--- config.mk ---
export PLATFORM = sky130hd
export DESIGN_NAME = branch_predictor_flat
export DESIGN_NICKNAME = d
export VERILOG_FILES = /design/src/rtl/branch_predictor_pkg.sv /design/src/rtl/branch_predictor_if.sv /design/src/rtl/branch_predictor_sat_counter.sv /design/src/rtl/branch_predictor.sv /design/src/flat_wrapper.sv
export SDC_FILE = /design/constraint.sdc
export NUM_CORES = 1
export LEC_CHECK = 0
export CORE_MARGIN = 1.5
export CORE_UTILIZATION = 35
export DETAILED_ROUTE_END_ITERATION = 16
export GPL_TIMING_DRIVEN = 0
export PLACE_DENSITY = 0.56
export SYNTH_ARGS = -nofsm -noshare
export SYNTH_HDL_FRONTEND = slang
export SYNTH_SLANG_ARGS = --single-unit
--- constraint.sdc ---
create_clock -name clk -period 19.6 [get_ports clk]
set_clock_uncertainty 0.1 [all_clocks]
set_input_delay 5.88 -clock clk [delete_from_list [all_inputs] [get_ports clk]]
set_output_delay 5.88 -clock clk [all_outputs]
set_load 0.01 [all_outputs]
--- src/rtl/branch_predictor_pkg.sv ---
// Shared types and constants for the fetch-side branch predictor.
package branch_predictor_pkg;

    // 2-bit saturating direction counter states
    typedef enum logic [1:0] {
        BP_SNT = 2'b00,
        BP_WNT = 2'b01,
        BP_WT  = 2'b10,
        BP_ST  = 2'b11
    } bp_ctr_t;

    localparam bp_ctr_t BP_CTR_RESET = BP_WNT;

endpackage

--- src/rtl/branch_predictor_if.sv ---
// Fetch lookup / execute resolution bundle between the core and the branch predictor.
interface branch_predictor_if;
    // fetch lookup
    logic        if_valid;
    logic [31:0] if_pc;
    logic        pred_valid;
    logic        pred_taken;
    logic        pred_hit;
    logic [31:0] pred_target;
    // execute resolution
    logic        ex_valid;
    logic        ex_is_b_type;
    logic [31:0] ex_pc;
    logic [31:0] ex_target;
    logic        ex_taken;
    logic        ex_pred_taken;
    logic [31:0] ex_pred_target;
    logic        ex_mispredict;

    modport master (
        output if_valid, if_pc,
        output ex_valid, ex_is_b_type, ex_pc, ex_target, ex_taken, ex_pred_taken, ex_pred_target,
        input  pred_valid, pred_taken, pred_hit, pred_target, ex_mispredict
    );

    modport slave (
        input  if_valid, if_pc,
        input  ex_valid, ex_is_b_type, ex_pc, ex_target, ex_taken, ex_pred_taken, ex_pred_target,
        output pred_valid, pred_taken, pred_hit, pred_target, ex_mispredict
    );
endinterface

--- src/rtl/branch_predictor_sat_counter.sv ---
// Combinational next-state for a 2-bit saturating direction counter.
module bp_sat_counter
    import branch_predictor_pkg::*;
(
    input  bp_ctr_t ctr_i,
    input  logic    taken_i,
    output bp_ctr_t ctr_o
);

    // Step toward taken/not-taken, holding at the ends
    always_comb begin
        ctr_o = ctr_i;
        unique case (ctr_i)
            BP_SNT:  ctr_o = taken_i ? BP_WNT : BP_SNT;
            BP_WNT:  ctr_o = taken_i ? BP_WT  : BP_SNT;
            BP_WT:   ctr_o = taken_i ? BP_ST  : BP_WNT;
            BP_ST:   ctr_o = taken_i ? BP_ST  : BP_WT;
            default: ctr_o = ctr_i;
        endcase
    end

endmodule

--- src/rtl/branch_predictor.sv ---
// Fetch-side branch predictor: 2-bit counter BHT plus direct-mapped BTB, trained at execute.
// Optional build macro BP_GSHARE_EN: XOR a global history register into the BHT index.
module branch_predictor
    import branch_predictor_pkg::*;
#(
    parameter int unsigned BHT_ENTRIES = 64,
    parameter int unsigned BTB_ENTRIES = 16,
    parameter int unsigned GHR_BITS    = 6
) (
    input  logic clk,
    input  logic rst_n,
    branch_predictor_if.slave bp
);

    localparam int unsigned BhtIdxW = $clog2(BHT_ENTRIES);
    localparam int unsigned BtbIdxW = $clog2(BTB_ENTRIES);
    localparam int unsigned TagW    = 32 - BtbIdxW - 2;

    bp_ctr_t           bht_q        [BHT_ENTRIES];
    logic              btb_valid_q  [BTB_ENTRIES];
    logic [TagW-1:0]   btb_tag_q    [BTB_ENTRIES];
    logic [31:0]       btb_target_q [BTB_ENTRIES];

    logic              pred_valid_q, pred_valid_d;
    logic              pred_taken_q, pred_taken_d;
    logic              pred_hit_q, pred_hit_d;
    logic [31:0]       pred_target_q, pred_target_d;

    logic [BhtIdxW-1:0] lk_bht_idx, up_bht_idx;
    logic [BtbIdxW-1:0] lk_btb_idx, up_btb_idx;
    logic [TagW-1:0]    lk_tag, up_tag;
    logic               upd;
    bp_ctr_t            ctr_next;
    logic               unused_pc_lsbs;

    assign upd        = bp.ex_valid & bp.ex_is_b_type;
    assign lk_btb_idx = bp.if_pc[BtbIdxW+1:2];
    assign up_btb_idx = bp.ex_pc[BtbIdxW+1:2];
    assign lk_tag     = bp.if_pc[31:BtbIdxW+2];
    assign up_tag     = bp.ex_pc[31:BtbIdxW+2];
    assign unused_pc_lsbs = ^{bp.if_pc[1:0], bp.ex_pc[1:0]};

`ifdef BP_GSHARE_EN
    logic [GHR_BITS-1:0] ghr_q, ghr_d;

    // Update indexes with the history before this branch is shifted in
    assign lk_bht_idx = bp.if_pc[BhtIdxW+1:2] ^ BhtIdxW'(ghr_q);
    assign up_bht_idx = bp.ex_pc[BhtIdxW+1:2] ^ BhtIdxW'(ghr_q);
    assign ghr_d      = upd ? {ghr_q[GHR_BITS-2:0], bp.ex_taken} : ghr_q;

    // Non-speculative global history, advanced only by resolved branches
    always_ff @(posedge clk) begin
        if (!rst_n) ghr_q <= '0;
        else        ghr_q <= ghr_d;
    end
`else
    localparam int unsigned unused_ghr_bits = GHR_BITS;

    assign lk_bht_idx = bp.if_pc[BhtIdxW+1:2];
    assign up_bht_idx = bp.ex_pc[BhtIdxW+1:2];
`endif

    bp_sat_counter u_sat_counter (
        .ctr_i   (bht_q[up_bht_idx]),
        .taken_i (bp.ex_taken),
        .ctr_o   (ctr_next)
    );

    // Lookup reads table state before any same-cycle update (no bypass)
    always_comb begin
        pred_valid_d  = 1'b0;
        pred_taken_d  = 1'b0;
        pred_hit_d    = 1'b0;
        pred_target_d = '0;
        if (bp.if_valid) begin
            pred_valid_d = 1'b1;
            pred_hit_d   = btb_valid_q[lk_btb_idx] && (btb_tag_q[lk_btb_idx] == lk_tag);
            if (pred_hit_d) begin
                pred_target_d = btb_target_q[lk_btb_idx];
                pred_taken_d  = bht_q[lk_bht_idx][1];
            end
        end
    end

    // Prediction registers and table training
    always_ff @(posedge clk) begin
        if (!rst_n) begin
            pred_valid_q  <= 1'b0;
            pred_taken_q  <= 1'b0;
            pred_hit_q    <= 1'b0;
            pred_target_q <= '0;
            for (int i = 0; i < BHT_ENTRIES; i++) bht_q[i] <= BP_CTR_RESET;
            for (int i = 0; i < BTB_ENTRIES; i++) begin
                btb_valid_q[i]  <= 1'b0;
                btb_tag_q[i]    <= '0;
                btb_target_q[i] <= '0;
            end
        end else begin
            pred_valid_q  <= pred_valid_d;
            pred_taken_q  <= pred_taken_d;
            pred_hit_q    <= pred_hit_d;
            pred_target_q <= pred_target_d;
            if (upd) bht_q[up_bht_idx] <= ctr_next;
            // Taken branches claim the BTB slot, evicting any alias
            if (upd && bp.ex_taken) begin
                btb_valid_q[up_btb_idx]  <= 1'b1;
                btb_tag_q[up_btb_idx]    <= up_tag;
                btb_target_q[up_btb_idx] <= bp.ex_target;
            end
        end
    end

    assign bp.pred_valid  = pred_valid_q;
    assign bp.pred_taken  = pred_taken_q;
    assign bp.pred_hit    = pred_hit_q;
    assign bp.pred_target = pred_target_q;

    // Redirect request; held low while in reset
    assign bp.ex_mispredict = rst_n & upd &
        ((bp.ex_taken != bp.ex_pred_taken) |
         (bp.ex_taken & (bp.ex_pred_target != bp.ex_target)));

endmodule

--- src/flat_wrapper.sv ---
// flat-port wrapper written by rule: the top's interface ports become plain ports
module branch_predictor_flat import branch_predictor_pkg::*;
#(
    parameter int unsigned BHT_ENTRIES = 64,
    parameter int unsigned BTB_ENTRIES = 16,
    parameter int unsigned GHR_BITS    = 6
)
  (clk, rst_n, bp_if_valid, bp_if_pc, bp_ex_valid, bp_ex_is_b_type, bp_ex_pc, bp_ex_target, bp_ex_taken, bp_ex_pred_taken, bp_ex_pred_target, bp_pred_valid, bp_pred_taken, bp_pred_hit, bp_pred_target, bp_ex_mispredict);
  branch_predictor_if bp_i ();
  input  logic clk;
  input  logic rst_n;
  input wire logic [$bits(bp_i.if_valid)-1:0] bp_if_valid;
  input wire logic [$bits(bp_i.if_pc)-1:0] bp_if_pc;
  input wire logic [$bits(bp_i.ex_valid)-1:0] bp_ex_valid;
  input wire logic [$bits(bp_i.ex_is_b_type)-1:0] bp_ex_is_b_type;
  input wire logic [$bits(bp_i.ex_pc)-1:0] bp_ex_pc;
  input wire logic [$bits(bp_i.ex_target)-1:0] bp_ex_target;
  input wire logic [$bits(bp_i.ex_taken)-1:0] bp_ex_taken;
  input wire logic [$bits(bp_i.ex_pred_taken)-1:0] bp_ex_pred_taken;
  input wire logic [$bits(bp_i.ex_pred_target)-1:0] bp_ex_pred_target;
  output wire logic [$bits(bp_i.pred_valid)-1:0] bp_pred_valid;
  output wire logic [$bits(bp_i.pred_taken)-1:0] bp_pred_taken;
  output wire logic [$bits(bp_i.pred_hit)-1:0] bp_pred_hit;
  output wire logic [$bits(bp_i.pred_target)-1:0] bp_pred_target;
  output wire logic [$bits(bp_i.ex_mispredict)-1:0] bp_ex_mispredict;
  assign bp_i.if_valid = bp_if_valid;
  assign bp_i.if_pc = bp_if_pc;
  assign bp_i.ex_valid = bp_ex_valid;
  assign bp_i.ex_is_b_type = bp_ex_is_b_type;
  assign bp_i.ex_pc = bp_ex_pc;
  assign bp_i.ex_target = bp_ex_target;
  assign bp_i.ex_taken = bp_ex_taken;
  assign bp_i.ex_pred_taken = bp_ex_pred_taken;
  assign bp_i.ex_pred_target = bp_ex_pred_target;
  assign bp_pred_valid = bp_i.pred_valid;
  assign bp_pred_taken = bp_i.pred_taken;
  assign bp_pred_hit = bp_i.pred_hit;
  assign bp_pred_target = bp_i.pred_target;
  assign bp_ex_mispredict = bp_i.ex_mispredict;
  branch_predictor #(.BHT_ENTRIES(BHT_ENTRIES), .BTB_ENTRIES(BTB_ENTRIES), .GHR_BITS(GHR_BITS)) u_core (.clk(clk), .rst_n(rst_n), .bp(bp_i));
endmodule
# Yosys cells after proc, flatten, opt, wreduce, memory -nomap -nowiden
# Memories as Yosys holds them, arrays and structs flattened. A register that Yosys moved wholly into a read port is not among the register bits.
# Index checks and enable logic that the tools add are counted.
[classes]
add_sub_neg = 0
multipliers = 0
n_div = 0
magnitude_cmp = 0
n_eq_ne = 6
shift = 0
mux = 25
n_bitwise = 5
reduce_logical = 11
[ops]
columns = ["cell", "n"]
rows = [
  ["$mux W32", 1],
  ["$ne A32 B32 Y1", 1],
  ["$reduce_or A32 Y1", 1],
  ["$eq A26 B26 Y1", 1],
  ["$mux W26", 1],
  ["$reduce_or A26 Y1", 1],
  ["$mux W1", 15],
  ["$mux W4", 3],
  ["$pmux W2 S4", 1],
  ["$mux W2", 3],
  ["$mux W6", 1],
  ["$and A1 B1 Y1", 4],
  ["$eq A2 B2 Y1 const B", 2],
  ["$reduce_and A3 Y1", 1],
  ["$eq A2 B1 Y1 const B", 1],
  ["$logic_and A1 B1 Y1", 2],
  ["$logic_not A1 Y1", 2],
  ["$logic_not A2 Y1", 1],
  ["$reduce_and A2 Y1", 1],
  ["$reduce_or A2 Y1", 1],
  ["$ne A1 B1 Y1", 1],
  ["$or A1 B1 Y1", 1],
  ["$reduce_or A1 Y1", 1],
]
[word_totals]
regBits = 2
latchBits = 0
ramBits = 1072
mem_bits_ro = 0
in_bits = 135
out_inout_bits = 36
word_cells = 53
memories = 4
[memory_table]
columns = ["memory", "words", "width", "rd", "rd_clocked_by_memory_dff", "write_ports", "line", "rtl"]
rows = [
  ["u_core.btb_target_q", 16, 32, 1, 1, 16, "branch_predictor.sv:22", "logic [31:0] btb_target_q [BTB_ENTRIES];"],
  ["u_core.btb_tag_q", 16, 26, 1, 0, 16, "branch_predictor.sv:21", "logic [TagW-1:0] btb_tag_q [BTB_ENTRIES];"],
  ["u_core.bht_q", 64, 2, 2, 1, 64, "branch_predictor.sv:19", "bp_ctr_t bht_q [BHT_ENTRIES];"],
  ["u_core.btb_valid_q", 16, 1, 1, 0, 16, "branch_predictor.sv:20", "logic btb_valid_q [BTB_ENTRIES];"],
]

# Longest topological paths before layout
# Gate-level depths: netlist of the first run.
[depth]
ltp_word = 7
mapped_depth = 15
ltp_nobuf = 8

# Hierarchy
# Synthesis of the first run repeated with hierarchy kept, for this count alone.
[unflattened]
cells_unflattened = 3200
hier_area_um2 = 50972.6
[by_module_without_submodules]
columns = ["module", "instances", "cells_each", "area_per_inst_um2", "seq_area_each_um2"]
rows = [
  ["branch_predictor", 1, 3197, 50946.4, 32731.4],
  ["bp_sat_counter", 1, 3, 26.3, 0.0],
]

# Least setup slack after synthesis of the first run
# OpenSTA, ideal clock, no wires.
[synth_timing]
path_kind = "input to output"
start = "in bp_ex_target[14]"
end = "out bp_ex_mispredict"
t_arrival_ns = 6.782
slack_ns = 6.838
path_stages = 5
path_buffers = 0
path_cell_list = "xor2_1 -> nor4_1 -> nand4_1 -> nor4_1 -> a21oi_1"
[synth_via]
elab_chain_cells = 4
[synth_rtl]
columns = ["item", "line", "rtl"]
rows = [
  ["start, declared", "flat_wrapper.sv:17", "input wire logic [$bits(bp_i.ex_target)-1:0] bp_ex_target;"],
  ["$ne A32 B32 Y1", "branch_predictor.sv:121", "(bp.ex_taken & (bp.ex_pred_target != bp.ex_target)));"],
  ["$and A1 B1 Y1", "branch_predictor.sv:121", ""],
  ["$or A1 B1 Y1", "branch_predictor.sv:120", "((bp.ex_taken != bp.ex_pred_taken) |"],
  ["$and A1 B1 Y1", "branch_predictor.sv:119", "assign bp.ex_mispredict = rst_n & upd &"],
  ["end, declared", "flat_wrapper.sv:25", "output wire logic [$bits(bp_i.ex_mispredict)-1:0] bp_ex_mispredict;"],
]
# Every way passes these cells.

# Worst setup path in the final report of the first run
[layout_timing]
start = "in bp_ex_target[29]"
end = "out bp_ex_mispredict"
# Same word-level chain as after synthesis.

==> results.yml, run 1 <==
setup_path:
  r2r_cells: 8
  r2r_end: "u_core.bp.pred_target[26]"
  cpPeakStageDelay_ns: 0.90
  arrival_ns: 9.36
  reg2reg_from: "u_core.btb_tag_q[5][0]"
  cp_top_family: "buffers and inverters"
  crit_type: "in -> out"
  crit_required_ns: 13.62
  rrSetupSlack_ns: 15.70
  slowest_stage: "xor2_1"
  endpoint_kind: "output port"
  cp_num_buf_inv: 2
  start_kind: "input port"
  cp_cell_sequence: "clkdlybuf4s50_1 -> xor2_1 -> nor4_1 -> nand4_1 -> nor4_1 -> a21oi_1 -> clkdlybuf4s50_1"
  path_max_fanout: 8
timing:
  setup_tns_ns: 0
  fin_crit_sh_pct: 78.27
  rsz0062_at_grt: "false"
  period_minus_slack_ns: 15.34
  hold_viol_final: 0
  fmax_mhz: 65.19
  hold_slack_ns: 0.3558
  drv_slew: 0
  maxSlewHeadroom_pct: 11.24
  tightest_slew_ns: 1.331
  setup_viol: 0
finish:
  layout-area-overhead-vs-synth_pct: 17.66
  multi_input_area_um2: 17420
  final_nets: 3915
  design_area_um2: 60620
  n_fill_cell: 13270
  regArea_um2: 32730
  drive_above_1_share_pct: 16.90
pwr:
  p_comb_share_pct: 9.6
  p_clk_share_pct: 40.0
  sw_frac_of_total_pct: 24.51
  p_switching_mw: 1.326
  p_int_mw: 4.084
  pwr-share-seq_pct: 50.3
  powerDensity_nw_per_um2: 89.24
  ir_drop_uv: 64.89
  p_leak_nw: 20.58
drt:
  ant_nets: 0
  routed_via_density: 5.460
  wl_per_cell_um: 30.51
  drt_iter0_drc: 3494
  vias: 31700
  first_pass_iters: 6
  drc_errors: 0
  routed_wl_um: 177200
clock_network:
  cts_setup_buffers: 0
  cts_root_buf: "clkbuf_16"
  ctsResizeCount: 0
  cts_tree: "done"
  insertion_delay_ns: 0.75
  ctsHoldBuffers: 0
  path_clk_slew_ns: 0.06
  numCtsBuffers: 119
  clockBufferDepth: 3
  cts.htree.levels: 3
  numClockSinks: 1107
grt:
  grt.total_usage_pct: 23.45
  grt_pass1_wl_um: 246600
  grt_max_degree: 38
  grt_overflow: 0
  antenna_found_initial: 20
  grt_pass1_vias: 32070
placement:
  io_buffer_count: 160
  gp_congestion: 0.8776
  post-dp-hpwl_um: 124500
  place_area_um2: 56940
logic_synthesis:
  ys_top_cells_by_count: "edfxtp_1, and2_1, mux4_2"
  synth_top_cell_by_area: "edfxtp_1"
  synthArstFlopShare_pct: 0
  synth.avg_cell_area_um2: 14.95
  synth.distinct_cells: 69
  yosysMostFrequentCell: "edfxtp_1"
  synthXorXnorAreaFrac_pct: 1.071
  synth.top_cell.area_share_pct: 61.55
  ys_warn_count: 0
  synth_cells: 3447
  synth_seq_area_share_pct: 63.54
  synth_top_family_by_area: "simple AND/OR/NAND/NOR gates"
  synth_area_um2: 51520
  synth_fp_nets: 3582
  synth_seq_cells: 1107
  synth_mux_area_share_pct: 14.12
  synthAdderAreaFrac_pct: 0.03886
  synth-edff-count: 1056
  synth-simple-area-share_pct: 16.02
  synthFlopType: "edfxtp_1"
  synth_area_leaders: "edfxtp_1, mux4_2, and2_1"
  synth_compound_area_share_pct: 2.205
min_path:
  hold_depth: 1
  holdPathEnd: "u_core.btb_valid_q[7]"
  min_from: "u_core.btb_valid_q[7]"
  hold_path_class: "reg -> reg"
floorplan:
  rows: 140
  initial_utilization_pct: 35.31
  die_area_um2: 149500
  ios: 171
  die_y_um: 386.7
  core-area_um2: 145900
  die_w_um: 386.7
job:
  drv_cap: 0
outcome:
  outcome: "finished clean"
final cells by class:
| class | count | area share, % |
|---|---|---|
| flip-flops and latches | 1107 | 54.00 |
| multi-input cells | 2023 | 28.73 |
| clock buffers | 157 | 5.233 |
| repair buffers | 212 | 4.690 |
| well taps | 1917 | 3.957 |
| plain buffers | 311 | 2.520 |
| clock inverters | 65 | 0.7988 |
| inverters | 6 | 0.03715 |
| diodes | 8 | 0.03303 |
worst max-delay path by stage:
| stage | endpoint | start | cells after the start | slack [ns] |
|---|---|---|---|---|
| 2_1_floorplan | bp_ex_mispredict | bp_ex_target[14] | 5 | 6.84 |
| 4_1_cts | bp_ex_mispredict | bp_ex_target[29] | 7 | 4.16 |
| 3_5_place_dp | bp_ex_mispredict | bp_ex_target[29] | 7 | 4.17 |
| 5_1_grt | bp_ex_mispredict | bp_ex_target[27] | 7 | 4.15 |
| 3_3_place_gp | u_core.btb_target_q[12][8] | bp_ex_pc[5] | 5 | 0.88 |
| 6_report | bp_ex_mispredict | bp_ex_target[29] | 7 | 4.26 |
worst reg2reg max path: stages, from the launching register on:
cell and delay, ns:
edfxtp_1 0.36, mux4_2 0.54, xnor2_1 0.18, nor4_1 0.26, nor3_1 0.10, o22ai_2 0.82
clkbuf_1 0.84, nand2_1 0.16, nor4_2 0.40
layout by cell type, fill, tap and decap left out, types with 11 or more instances in the layout:
cell type	instances
xor2_1	30
clkdlybuf4s50_1	160
mux2i_1	92
buf_2	56
dfxtp_1	51
buf_16	29
mux4_2	274
xnor2_1	33
nor2b_1	13
clkinv_1	29
nand2_1	193
a22oi_1	28
a22o_1	15
nand2b_1	14
buf_12	22
a21o_1	16
nor4_2	30
clkbuf_1	241
a221oi_1	12
nor4_1	13
o21ai_4	14
nor2_1	101
mux2_2	14
clkinv_2	18
nor3_1	15
and2_1	940
buf_4	17
a21oi_1	12
buf_6	27
edfxtp_1	1056
o21ai_0	11
nand3_1	71
clkbuf_16	120
metal layers:
layer | up-vias | global-route usage [%] | share of wire, %
met1 | 16480 | 31.08 | 41
met3 | 348 | 4.708 | 8.5
met4 | 10 | 9.307 | 3.9
li1 | 13400 | - | -
met5 | - | 0 | 0.037
met2 | 1459 | 37.77 | 47
cell families (layout without fill, tap and decap cells):
group	after synthesis	in the layout
other	0	8
multiplexers	382	382
XOR/XNOR	63	63
adder cells (fa/ha/maj)	2	2
flip-flops	1107	1107
buffers and inverters	317	751
AO/OA/AOI/OAI	155	155
AND/OR/NAND/NOR	1421	1421
metrics by stage:
step	std cells	power (mW)	util, %	setup WS (ns)
floorplan	3447	3.044	-	6.838
global placement	5524	3.284	38.05	0.8796
detailed placement	5576	3.291	39.02	4.172
CTS	5798	5.432	41.53	4.163
global route	5799	5.542	41.53	4.148
finish	5806	5.409	41.54	4.260
sequential cells by signal (all words and copies together), names as in the netlist:
signal / count
u_core.btb_valid_q: 16
u_core.bp.pred_target: 32
u_core.bp.pred_hit: 1
u_core.btb_tag_q: 416
u_core.bp.pred_valid: 1
u_core.bht_q: 128
u_core.btb_target_q: 512
u_core.bp.pred_taken: 1
power by group through the flow:
stage          logic (mW)  clock network (mW)  registers (mW)
2_1_floorplan       0.273                   0            2.77
3_3_place_gp        0.483                   0            2.80
3_5_place_dp        0.520                   0            2.77
4_1_cts             0.521                2.19            2.72
5_1_grt             0.543                2.27            2.73
6_report            0.522                2.17            2.72
Note: power is estimated with default switching activity, not from simulation.
==> run 2, diff against run 1 <==
Clock period 19.6 ns to 15.3 ns, I/O delays scaled along.
==> results of run 2 <==
Same layout as run 1 (identical final DEF). Status: finished clean.
Among the figures that moved: setup slack after placement 4.172 ns -> 2.452 ns; setup slack after layout 4.260 ns -> 2.540 ns; register-to-register setup slack 15.70 ns -> 11.40 ns; total power 5.409 mW -> 6.929 mW; worst IR drop on VDD 64.89 uV -> 83.12 uV
==> run 3, diff against run 2 <==
Clock period 15.3 ns to 12.7 ns, I/O delays scaled along.
==> results of run 3 <==
Same layout as run 1 (identical final DEF). Status: finished clean.
Among the figures that moved: setup slack after placement 4.172 ns -> 1.412 ns; setup slack after layout 4.260 ns -> 1.500 ns; register-to-register setup slack 15.70 ns -> 8.80 ns; total power 5.409 mW -> 8.348 mW; worst IR drop on VDD 64.89 uV -> 100.1 uV
